**src/rtl/number_accumulator_pkg.sv**
```systemverilog
// Shared definitions for the number accumulator.
//   na_state_e          : controller state encoding
//   DEFAULT_MAX_DIGITS  : default digit limit for an operand
//   DIV_BASE            : divisor used by the backspace divider
//   digit_valid()       : true for a decimal digit 0..9
package number_accumulator_pkg;

   typedef enum logic [1:0] {
      NA_IDLE = 2'd0,
      NA_MUL  = 2'd1,
      NA_ADD  = 2'd2,
      NA_DIV  = 2'd3
   } na_state_e;

   localparam int         DEFAULT_MAX_DIGITS = 10;
   localparam logic [4:0] DIV_BASE           = 5'd10;

   function automatic logic digit_valid(input logic [3:0] d);
      return d <= 4'd9;
   endfunction

endpackage

```
**src/rtl/number_accumulator_div10_seq.sv**
```systemverilog
// Iterative restoring divide-by-10, one quotient bit per clock.
//   clk_sys, rst : clock, synchronous active-high reset
//   start        : load dividend and perform the first step this edge
//   abort        : drop any division in progress
//   dividend     : W-bit unsigned value to divide
//   busy         : division in progress
//   done         : one-cycle pulse, quotient valid
//   quotient     : dividend / 10 (remainder discarded)
// Latency: start at edge t, done visible after edge t+W-1.
module number_accumulator_div10_seq
   import number_accumulator_pkg::*;
#(
   parameter int W = 31
) (
   input  logic         clk_sys,
   input  logic         rst,
   input  logic         start,
   input  logic         abort,
   input  logic [W-1:0] dividend,
   output logic         busy,
   output logic         done,
   output logic [W-1:0] quotient
);

   localparam int CW = $clog2(W + 1);
   localparam logic [3:0] BASE4 = DIV_BASE[3:0];

   logic [W-1:0]  acc_q, acc_d, src;
   logic [3:0]    rem_q, rem_d, rem_src, diff;
   logic [4:0]    trial;
   logic [CW-1:0] cnt_q, cnt_d;
   logic          busy_q, busy_d, done_q, done_d;
   logic          qbit;

   always_comb begin
      // on start the first step works straight from the dividend input
      src     = start ? dividend : acc_q;
      rem_src = start ? 4'd0 : rem_q;
      trial   = {rem_src, src[W-1]};
      qbit    = (trial >= DIV_BASE);
      // remainder is always < 10, so the low nibble of the subtraction is exact
      diff    = trial[3:0] - BASE4;

      acc_d  = acc_q;
      rem_d  = rem_q;
      cnt_d  = cnt_q;
      busy_d = busy_q;
      done_d = 1'b0;

      if (abort) begin
         busy_d = 1'b0;
         cnt_d  = '0;
      end else if (start) begin
         acc_d  = {src[W-2:0], qbit};
         rem_d  = qbit ? diff : trial[3:0];
         cnt_d  = CW'(W - 1);
         busy_d = 1'b1;
      end else if (busy_q) begin
         acc_d = {src[W-2:0], qbit};
         rem_d = qbit ? diff : trial[3:0];
         cnt_d = cnt_q - CW'(1);
         if (cnt_q == CW'(1)) begin
            busy_d = 1'b0;
            done_d = 1'b1;
         end
      end
   end

   always_ff @(posedge clk_sys) begin
      if (rst) begin
         acc_q  <= '0;
         rem_q  <= '0;
         cnt_q  <= '0;
         busy_q <= 1'b0;
         done_q <= 1'b0;
      end else begin
         acc_q  <= acc_d;
         rem_q  <= rem_d;
         cnt_q  <= cnt_d;
         busy_q <= busy_d;
         done_q <= done_d;
      end
   end

   assign busy     = busy_q;
   assign done     = done_q;
   assign quotient = acc_q;

endmodule

```
**src/rtl/number_accumulator.sv**
```systemverilog
// Builds a signed decimal operand from digit strobes and edit commands.
//   clk_sys, rst        : clock, synchronous active-high reset
//   digit_D / digit_EN  : append a decimal digit
//   bksp_EN             : delete last digit (divide by 10)
//   neg_EN              : toggle sign
//   clr_EN              : clear, aborts any sequence
//   number_Q            : neg_Q ? -mag : mag
//   neg_Q, digit_cnt    : sign flag, significant digit count
//   busy, done, ovf, err: sequence active, completion pulse,
//                         sticky overflow, rejected-command pulse
//
// state   | meaning
// --------+-----------------------------------------------
// NA_IDLE | accepting commands
// NA_MUL  | prod <= mag*8 + mag*2
// NA_ADD  | sum = prod + digit, commit or flag overflow
// NA_DIV  | waiting on the divide-by-10 sequencer
module number_accumulator
   import number_accumulator_pkg::*;
#(
   parameter int N          = 32,
   parameter int MAX_DIGITS = DEFAULT_MAX_DIGITS,
   parameter int CNT_W      = 4
) (
   input  logic             clk_sys,
   input  logic             rst,
   input  logic [3:0]       digit_D,
   input  logic             digit_EN,
   input  logic             bksp_EN,
   input  logic             neg_EN,
   input  logic             clr_EN,
   output logic [N-1:0]     number_Q,
   output logic             neg_Q,
   output logic [CNT_W-1:0] digit_cnt,
   output logic             busy,
   output logic             done,
   output logic             ovf,
   output logic             err
);

   localparam int MW = N - 1;
   localparam int PW = N + 3;
   localparam logic [PW-1:0] MAXMAG = {4'b0, {MW{1'b1}}};

   na_state_e        state_q, state_d;
   logic [MW-1:0]    mag_q, mag_d;
   logic [PW-1:0]    prod_q, prod_d, sum_w;
   logic [3:0]       dig_q, dig_d;
   logic             neg_q, neg_d;
   logic [CNT_W-1:0] cnt_q, cnt_d;
   logic             ovf_q, ovf_d, done_q, done_d, err_q, err_d;
   logic             cmd_any;
   logic             div_start, div_busy, div_done;
   logic [MW-1:0]    div_quot;
   logic [N-1:0]     mag_ext;

   always_comb begin
      state_d   = state_q;
      mag_d     = mag_q;
      prod_d    = prod_q;
      dig_d     = dig_q;
      neg_d     = neg_q;
      cnt_d     = cnt_q;
      ovf_d     = ovf_q;
      done_d    = 1'b0;
      err_d     = 1'b0;
      div_start = 1'b0;
      cmd_any   = bksp_EN | neg_EN | digit_EN;
      sum_w     = prod_q + PW'(dig_q);

      if (clr_EN) begin
         mag_d   = '0;
         neg_d   = 1'b0;
         cnt_d   = '0;
         ovf_d   = 1'b0;
         state_d = NA_IDLE;
      end else begin
         case (state_q)
            NA_IDLE: begin
               if (bksp_EN) begin
                  if (cnt_q == '0) begin
                     err_d = 1'b1;
                  end else begin
                     div_start = 1'b1;
                     state_d   = NA_DIV;
                  end
               end else if (neg_EN) begin
                  neg_d = ~neg_q;
               end else if (digit_EN) begin
                  if (!digit_valid(digit_D)) begin
                     err_d = 1'b1;
                  end else if (digit_D == 4'd0 && cnt_q == '0) begin
                     done_d = 1'b1;
                  end else begin
                     dig_d   = digit_D;
                     state_d = NA_MUL;
                  end
               end
            end
            NA_MUL: begin
               prod_d  = (PW'(mag_q) << 3) + (PW'(mag_q) << 1);
               err_d   = cmd_any;
               state_d = NA_ADD;
            end
            NA_ADD: begin
               err_d = cmd_any;
               if (cnt_q == CNT_W'(MAX_DIGITS) || sum_w > MAXMAG) begin
                  ovf_d = 1'b1;
               end else begin
                  mag_d = sum_w[MW-1:0];
                  cnt_d = cnt_q + CNT_W'(1);
               end
               done_d  = 1'b1;
               state_d = NA_IDLE;
            end
            NA_DIV: begin
               err_d = cmd_any;
               if (div_done) begin
                  mag_d   = div_quot;
                  cnt_d   = cnt_q - CNT_W'(1);
                  done_d  = 1'b1;
                  state_d = NA_IDLE;
               end
            end
            default: state_d = NA_IDLE;
         endcase
      end
   end

   always_ff @(posedge clk_sys) begin
      if (rst) begin
         state_q <= NA_IDLE;
         mag_q   <= '0;
         prod_q  <= '0;
         dig_q   <= '0;
         neg_q   <= 1'b0;
         cnt_q   <= '0;
         ovf_q   <= 1'b0;
         done_q  <= 1'b0;
         err_q   <= 1'b0;
      end else begin
         state_q <= state_d;
         mag_q   <= mag_d;
         prod_q  <= prod_d;
         dig_q   <= dig_d;
         neg_q   <= neg_d;
         cnt_q   <= cnt_d;
         ovf_q   <= ovf_d;
         done_q  <= done_d;
         err_q   <= err_d;
      end
   end

   number_accumulator_div10_seq #(.W(MW)) u_div10 (
      .clk_sys  (clk_sys),
      .rst      (rst),
      .start    (div_start),
      .abort    (clr_EN),
      .dividend (mag_q),
      .busy     (div_busy),
      .done     (div_done),
      .quotient (div_quot)
   );

   // mag never exceeds 2^(N-1)-1, so the negation always fits; -0 is 0
   assign mag_ext   = {1'b0, mag_q};
   assign number_Q  = neg_q ? -mag_ext : mag_ext;
   assign neg_Q     = neg_q;
   assign digit_cnt = cnt_q;
   assign busy      = (state_q != NA_IDLE) | div_busy;
   assign done      = done_q;
   assign ovf       = ovf_q;
   assign err       = err_q;

endmodule
```
**config.mk**
```make
export PLATFORM = sky130hd
export DESIGN_NAME = number_accumulator
export DESIGN_NICKNAME = d
export VERILOG_FILES = /design/src/rtl/number_accumulator_pkg.sv /design/src/rtl/number_accumulator_div10_seq.sv /design/src/rtl/number_accumulator.sv
export SDC_FILE = /design/constraint.sdc
export NUM_CORES = 1
export LEC_CHECK = 0
export BUFFER_PORTS_ARGS = -buffer_cell sky130_fd_sc_hd__buf_2
export CORE_MARGIN = 3
export CORE_UTILIZATION = 55
export CTS_CLUSTER_DIAMETER = 50
export DETAILED_ROUTE_END_ITERATION = 7
export PLACE_DENSITY = 0.84
export SYNTH_ARGS = -nofsm -noshare
export SYNTH_HDL_FRONTEND = slang
export SYNTH_HIERARCHICAL = 1
export SYNTH_SLANG_ARGS = --single-unit
```
**constraint.sdc**
```tcl
create_clock -name clk_sys -period 3.28 [get_ports clk_sys]
set_input_delay 0.492 -clock clk_sys [delete_from_list [all_inputs] [get_ports clk_sys]]
set_output_delay 0.492 -clock clk_sys [all_outputs]
set_load 0.05 [all_outputs]
```
## Word-level counts from Yosys, hierarchy flattened

Cells that the tools add are included.

| word-level totals | value |
|---|---|
| flip-flop bits (word level) | 122 |
| bits in latches | 0 |
| memory bits (writable) | 0 |
| memory bits (read-only) | 0 |
| input bits | 10 |
| output and inout bits | 41 |
| word-level logic and storage cells | 110 |
| memories kept | 0 |

| operators by class | value |
|---|---|
| $add $sub $neg | 7 |
| $mul | 0 |
| div/mod/pow operators | 0 |
| $lt $le $gt $ge | 3 |
| equality and inequality tests | 12 |
| shift-type cells | 0 |
| multiplexer cells | 45 |
| bitwise logic cells | 9 |
| reductions and logical operators | 19 |

Operator list:

| kind | count |
|---|---|
| $mux W31 | 5 |
| $pmux W31 S2 | 1 |
| $add A34 B32 Y35 | 1 |
| $add A35 B4 Y35 | 1 |
| $gt A35 B31 Y1 const B | 1 |
| $mux W32 | 1 |
| $neg A31 Y32 | 1 |
| $mux W4 | 6 |
| $mux W1 | 19 |
| $ne A3 B3 Y1 const B | 5 |
| $mux W2 | 7 |
| $mux W5 | 2 |
| $logic_not A4 Y1 | 2 |
| $pmux W2 S4 | 1 |
| $pmux W4 S2 | 1 |
| $reduce_and A7 Y1 | 1 |
| $not A1 Y1 | 6 |
| $reduce_and A2 Y1 | 3 |
| $reduce_and A3 Y1 | 2 |
| $reduce_and A6 Y1 | 1 |
| $reduce_bool A2 Y1 | 3 |
| $reduce_or A3 Y1 | 2 |
| $eq A5 B1 Y1 const B | 1 |
| $ge A5 B4 Y1 const B | 1 |
| other kinds (18) | 21 |

## Longest topological paths before layout

| depth | value |
|---|---|
| depth in word-level cells | 10 |
| gate-level depth with buffers | 13 |
| depth with buffers taken out | 11 |

## Hierarchy

Netlist, hierarchy kept.

By module, submodules not included:

| module | times used | cells each | area each (µm²) | sequential area each (µm²) |
|---|---|---|---|---|
| number_accumulator | 1 | 820 | 6115.9 | 1581.5 |
| number_accumulator_div10_seq | 1 | 203 | 2068.2 | 840.8 |

## Worst setup path after synthesis

No wires, ideal clock.

| timing | value |
|---|---|
| path type | reg-to-output |
| start point | register mag_q[6] |
| end point | output port number_Q[29] |
| arrival time | 3.422 ns |
| required time | 2.788 ns |
| path slack | -0.634 ns |
| stages on the path, launching flop included | 9 |
| path buffers | 0 |
| path through | dfxtp_1 -> or4_1 -> or2_1 -> or3_4 -> or4_4 -> or3_4 -> or4_4 -> o41ai_2 -> xnor2_1 |

| between the ends | value |
|---|---|
| word-level cells in the longest chain between the ends | 2 |

RTL lines:

| what | line | RTL |
|---|---|---|
| start, declared | number_accumulator.sv:46 | `logic [MW-1:0] mag_q, mag_d;` |
| start signal, assigned | number_accumulator.sv:143 | `mag_q <= mag_d;` |
| $neg A31 Y32 | number_accumulator.sv:167 | `assign number_Q = neg_q ? -mag_ext : mag_ext;` |
| $mux W32 | number_accumulator.sv:167 |  |
| end, declared | number_accumulator.sv:32 | `output logic [N-1:0] number_Q,` |

Every way passes these cells.

## Final worst setup path

Ends and elaborated chain as after synthesis.

==> impl_metrics.yaml <==
finish:
  layout.nets: 1158
  layout-drive-gt1-share_pct: 21.1
  stdcell_area_sq_um: 10200
  antenna_cells: 0
  finalNonFillerCells: 1300
  syn2layout_area_growth_pct: 24.3
synthesis:
  synth_nets: 1074
  yosysSeqAreaShare_pct: 29.6
  netlist-cell-type-count: 73
  netlist_area_sq_um: 8180
  synth-edff-count: 0
  ys_seq_elements: 121
  yosys.area.top_type: "dfxtp_1"
  synthArstFlopShare_pct: 0
  ys.flop_type: "dfxtp_1"
  yosys_warnings: 6
  netlist_instances: 1023
  syn_avg_cell_area_sq_um: 8.00
  synth_top_cells_by_area: "dfxtp_1, nand2_1, ha_1"
  synth_top_area_share_pct: 29.6
  synthMostInstantiatedCell: "nand2_1"
  synthTopCellsByCount: "nand2_1, dfxtp_1, nor2_1"
cts:
  root_buffer: "clkbuf_16"
  cts_sinks: 121
  clk_pin_slew_ns: 0.06
  cts_tree: "done"
  clockBufferDepth: 2
  cts_buffers: 17
  h-tree-depth: 4
  worstSkewPairLatency_ns: 0.43
global_route:
  grt_pass1_wl_um: 39800
  busiest_layer: "met2"
  grt_use_total_pct: 30.5
  grt_util_met2_pct: 48.9
  antenna_found_initial: 0
  grt_use_met1_pct: 38.3
  grt_pass1_vias: 7754
  use_met3_pct: 6.83
  grt_overflow_total: 0
  grt_max_degree: 66
die:
  rows: 43
  die_area_sq_um: 16400
  fp.dieW_um: 128
  start_util_pct: 57.6
  io_pins: 51
  die_h_um: 128
  core_sq_um: 14200
sta:
  layout_setup_ws_ns: -1.01
  min_period_over_period_pct: 131
  finalSetupViolations: 16
  holdWs_ns: 0.306
  rsz0062_at_grt: "yes"
  max_freq_mhz: 233
  tightest_slew_ns: 0.969
  fin_worst_skew_ns: 0.00928
  fin_tns_setup_ns: -9.72
  relSlewSlack_pct: 35.0
  fin_crit_ns: 4.29
  report.final.slew_viol_count: 0
  finalHoldViolCount: 0
placed_design:
  io_buffers: 50
  dp_cells: 1261
  hpwl_um: 16600
  placed_cell_area_sq_um: 9040
  pre_cts_slack_ns: -0.620
  gp_congestion: 0.931
pwr:
  power_density_nw_per_um2: 380
  vdd_ir_drop_max_mv: 0.430
  p_leak_nw: 4.20
worst_hold_path:
  min_to: "dig_q[1]"
  worstHoldStart: "rst"
  min_path_cells: 2
  hold_path_class: "primary input to flip-flop"
worst_setup_path:
  cp.required_ns: 2.79
  worstRegToRegCells: 12
  cp_slowest_cell: "or4_4"
  crit_top_cell: "or4_4"
  crit_family: "simple AND/OR/NAND/NOR gates"
  path_cells: "or4_4, or2_1, or3_4, or4_4, or3_4, or4_4, o41ai_4, xnor2_2, buf_6"
  critPathArrivalTime_ns: 3.80
  regToRegSetupSlack_ns: 0.12
  timing.rr.end: "mag_q[2]"
  path_class: "flip-flop to primary output"
  cp.buffers_inverters: 1
  worstSetupStartpointType: "flip-flop"
  critPathMaxStageDelay_ns: 0.53
  end_kind: "primary output"
  rr_startpoint: "dig_q[1]"
  critPathMaxFanout: 3
status:
  status: "complete, but fails checks"
  failed_checks: "negative setup slack"
route:
  drt_iter0_markers: 922
  antenna_left: 0
  first_pass_iters: 5
  drt-total-wl_um: 25500
  drc: 0
  routed_via_density: 6.41
  wire_per_inst_um: 19.6
  via_count: 8338
flow_run:
  cap_violations: 0
-- registers in the layout (all words and copies together) (netlist names), 2 cells and up --
| signal | cells |
|---|---|
| prod_q | 34 |
| mag_q | 31 |
| u_div10/quotient | 31 |
| u_div10/cnt_q | 5 |
| dig_q | 4 |
| digit_cnt | 4 |
| u_div10/rem_q | 4 |
| state_q | 2 |
-- placed cells by master, fill, tap and decap left out, drive strengths merged, types with 8 or more instances in the layout --
master,instances
ha,38
nand2b,9
nor3,23
o21a,13
a21o,13
nand4,10
buf,124
inv,29
o211ai,28
o31ai,11
nor4,12
o21ai,34
and3,9
clkbuf,19
or3,21
xnor2,53
mux2i,38
nor2,89
xor2,23
dfxtp,121
or4,8
a211oi,42
a31oi,11
nand2,140
nand3,24
a21oi,86
-- layer usage --
layer | up-vias | wire, um | share of wire [%]
li1 | 3870 | - | -
met1 | 3895 | 10200 | 40
met2 | 466 | 12100 | 47
met3 | 107 | 2030 | 8.0
met4 | 0 | 1200 | 4.7
met5 | - | 0 | 0
-- layout make-up --
class                      instances  area, sq um
clock buffer                      19          443
fill                            1049         4030
timing repair buffer             124          972
tap                              180          225
sequential                       121         2420
multi-input combinational        814         5780
inverter                          29          109
clock inverter                    13          224
-- how the worst max path moves through the flow --
stage,start,to,cells after the start
floorplan,mag_q[6],number_Q[29],8
finish,mag_q[6],number_Q[29],9
global placement,mag_q[6],number_Q[29],9
CTS,mag_q[6],number_Q[29],9
detailed placement,mag_q[6],number_Q[29],9
global route,mag_q[6],number_Q[29],9
-- per-stage QoR --
stage	utilization (%)	power [mW]
after floorplan	-	1.65
after global placement	63.7	1.71
after detailed placement	63.7	1.72
after CTS	70.5	3.86
after global routing	71.6	3.96
final	71.6	3.87
-- logic make-up after synthesis --
family	count (synthesis)	synth area share, %
xor+xnor	76	8.13
flops	121	29.6
buf+inv	88	4.85
fa+ha+maj	41	6.54
compound gates	282	24.1
mux	38	4.65
simple gates	377	22.2
-- where the power goes --
group          switching [mW]  total (mW)  leakage [nW]  internal [mW]
registers              0.0100        1.49         0.976           1.48
logic                   0.157       0.240          2.91         0.0832
clock network           0.702        2.14         0.323           1.44
total                   0.869        3.87          4.20           3.00
-- repair_timing --
item	4_1_cts	5_1_grt
hold buffers	0	0
buffers inserted	6	7
endpoints found under the setup margin	18	29
gates resized for setup	63	31
pin swaps	20	15
Note: power is estimated with default switching activity, not from simulation.
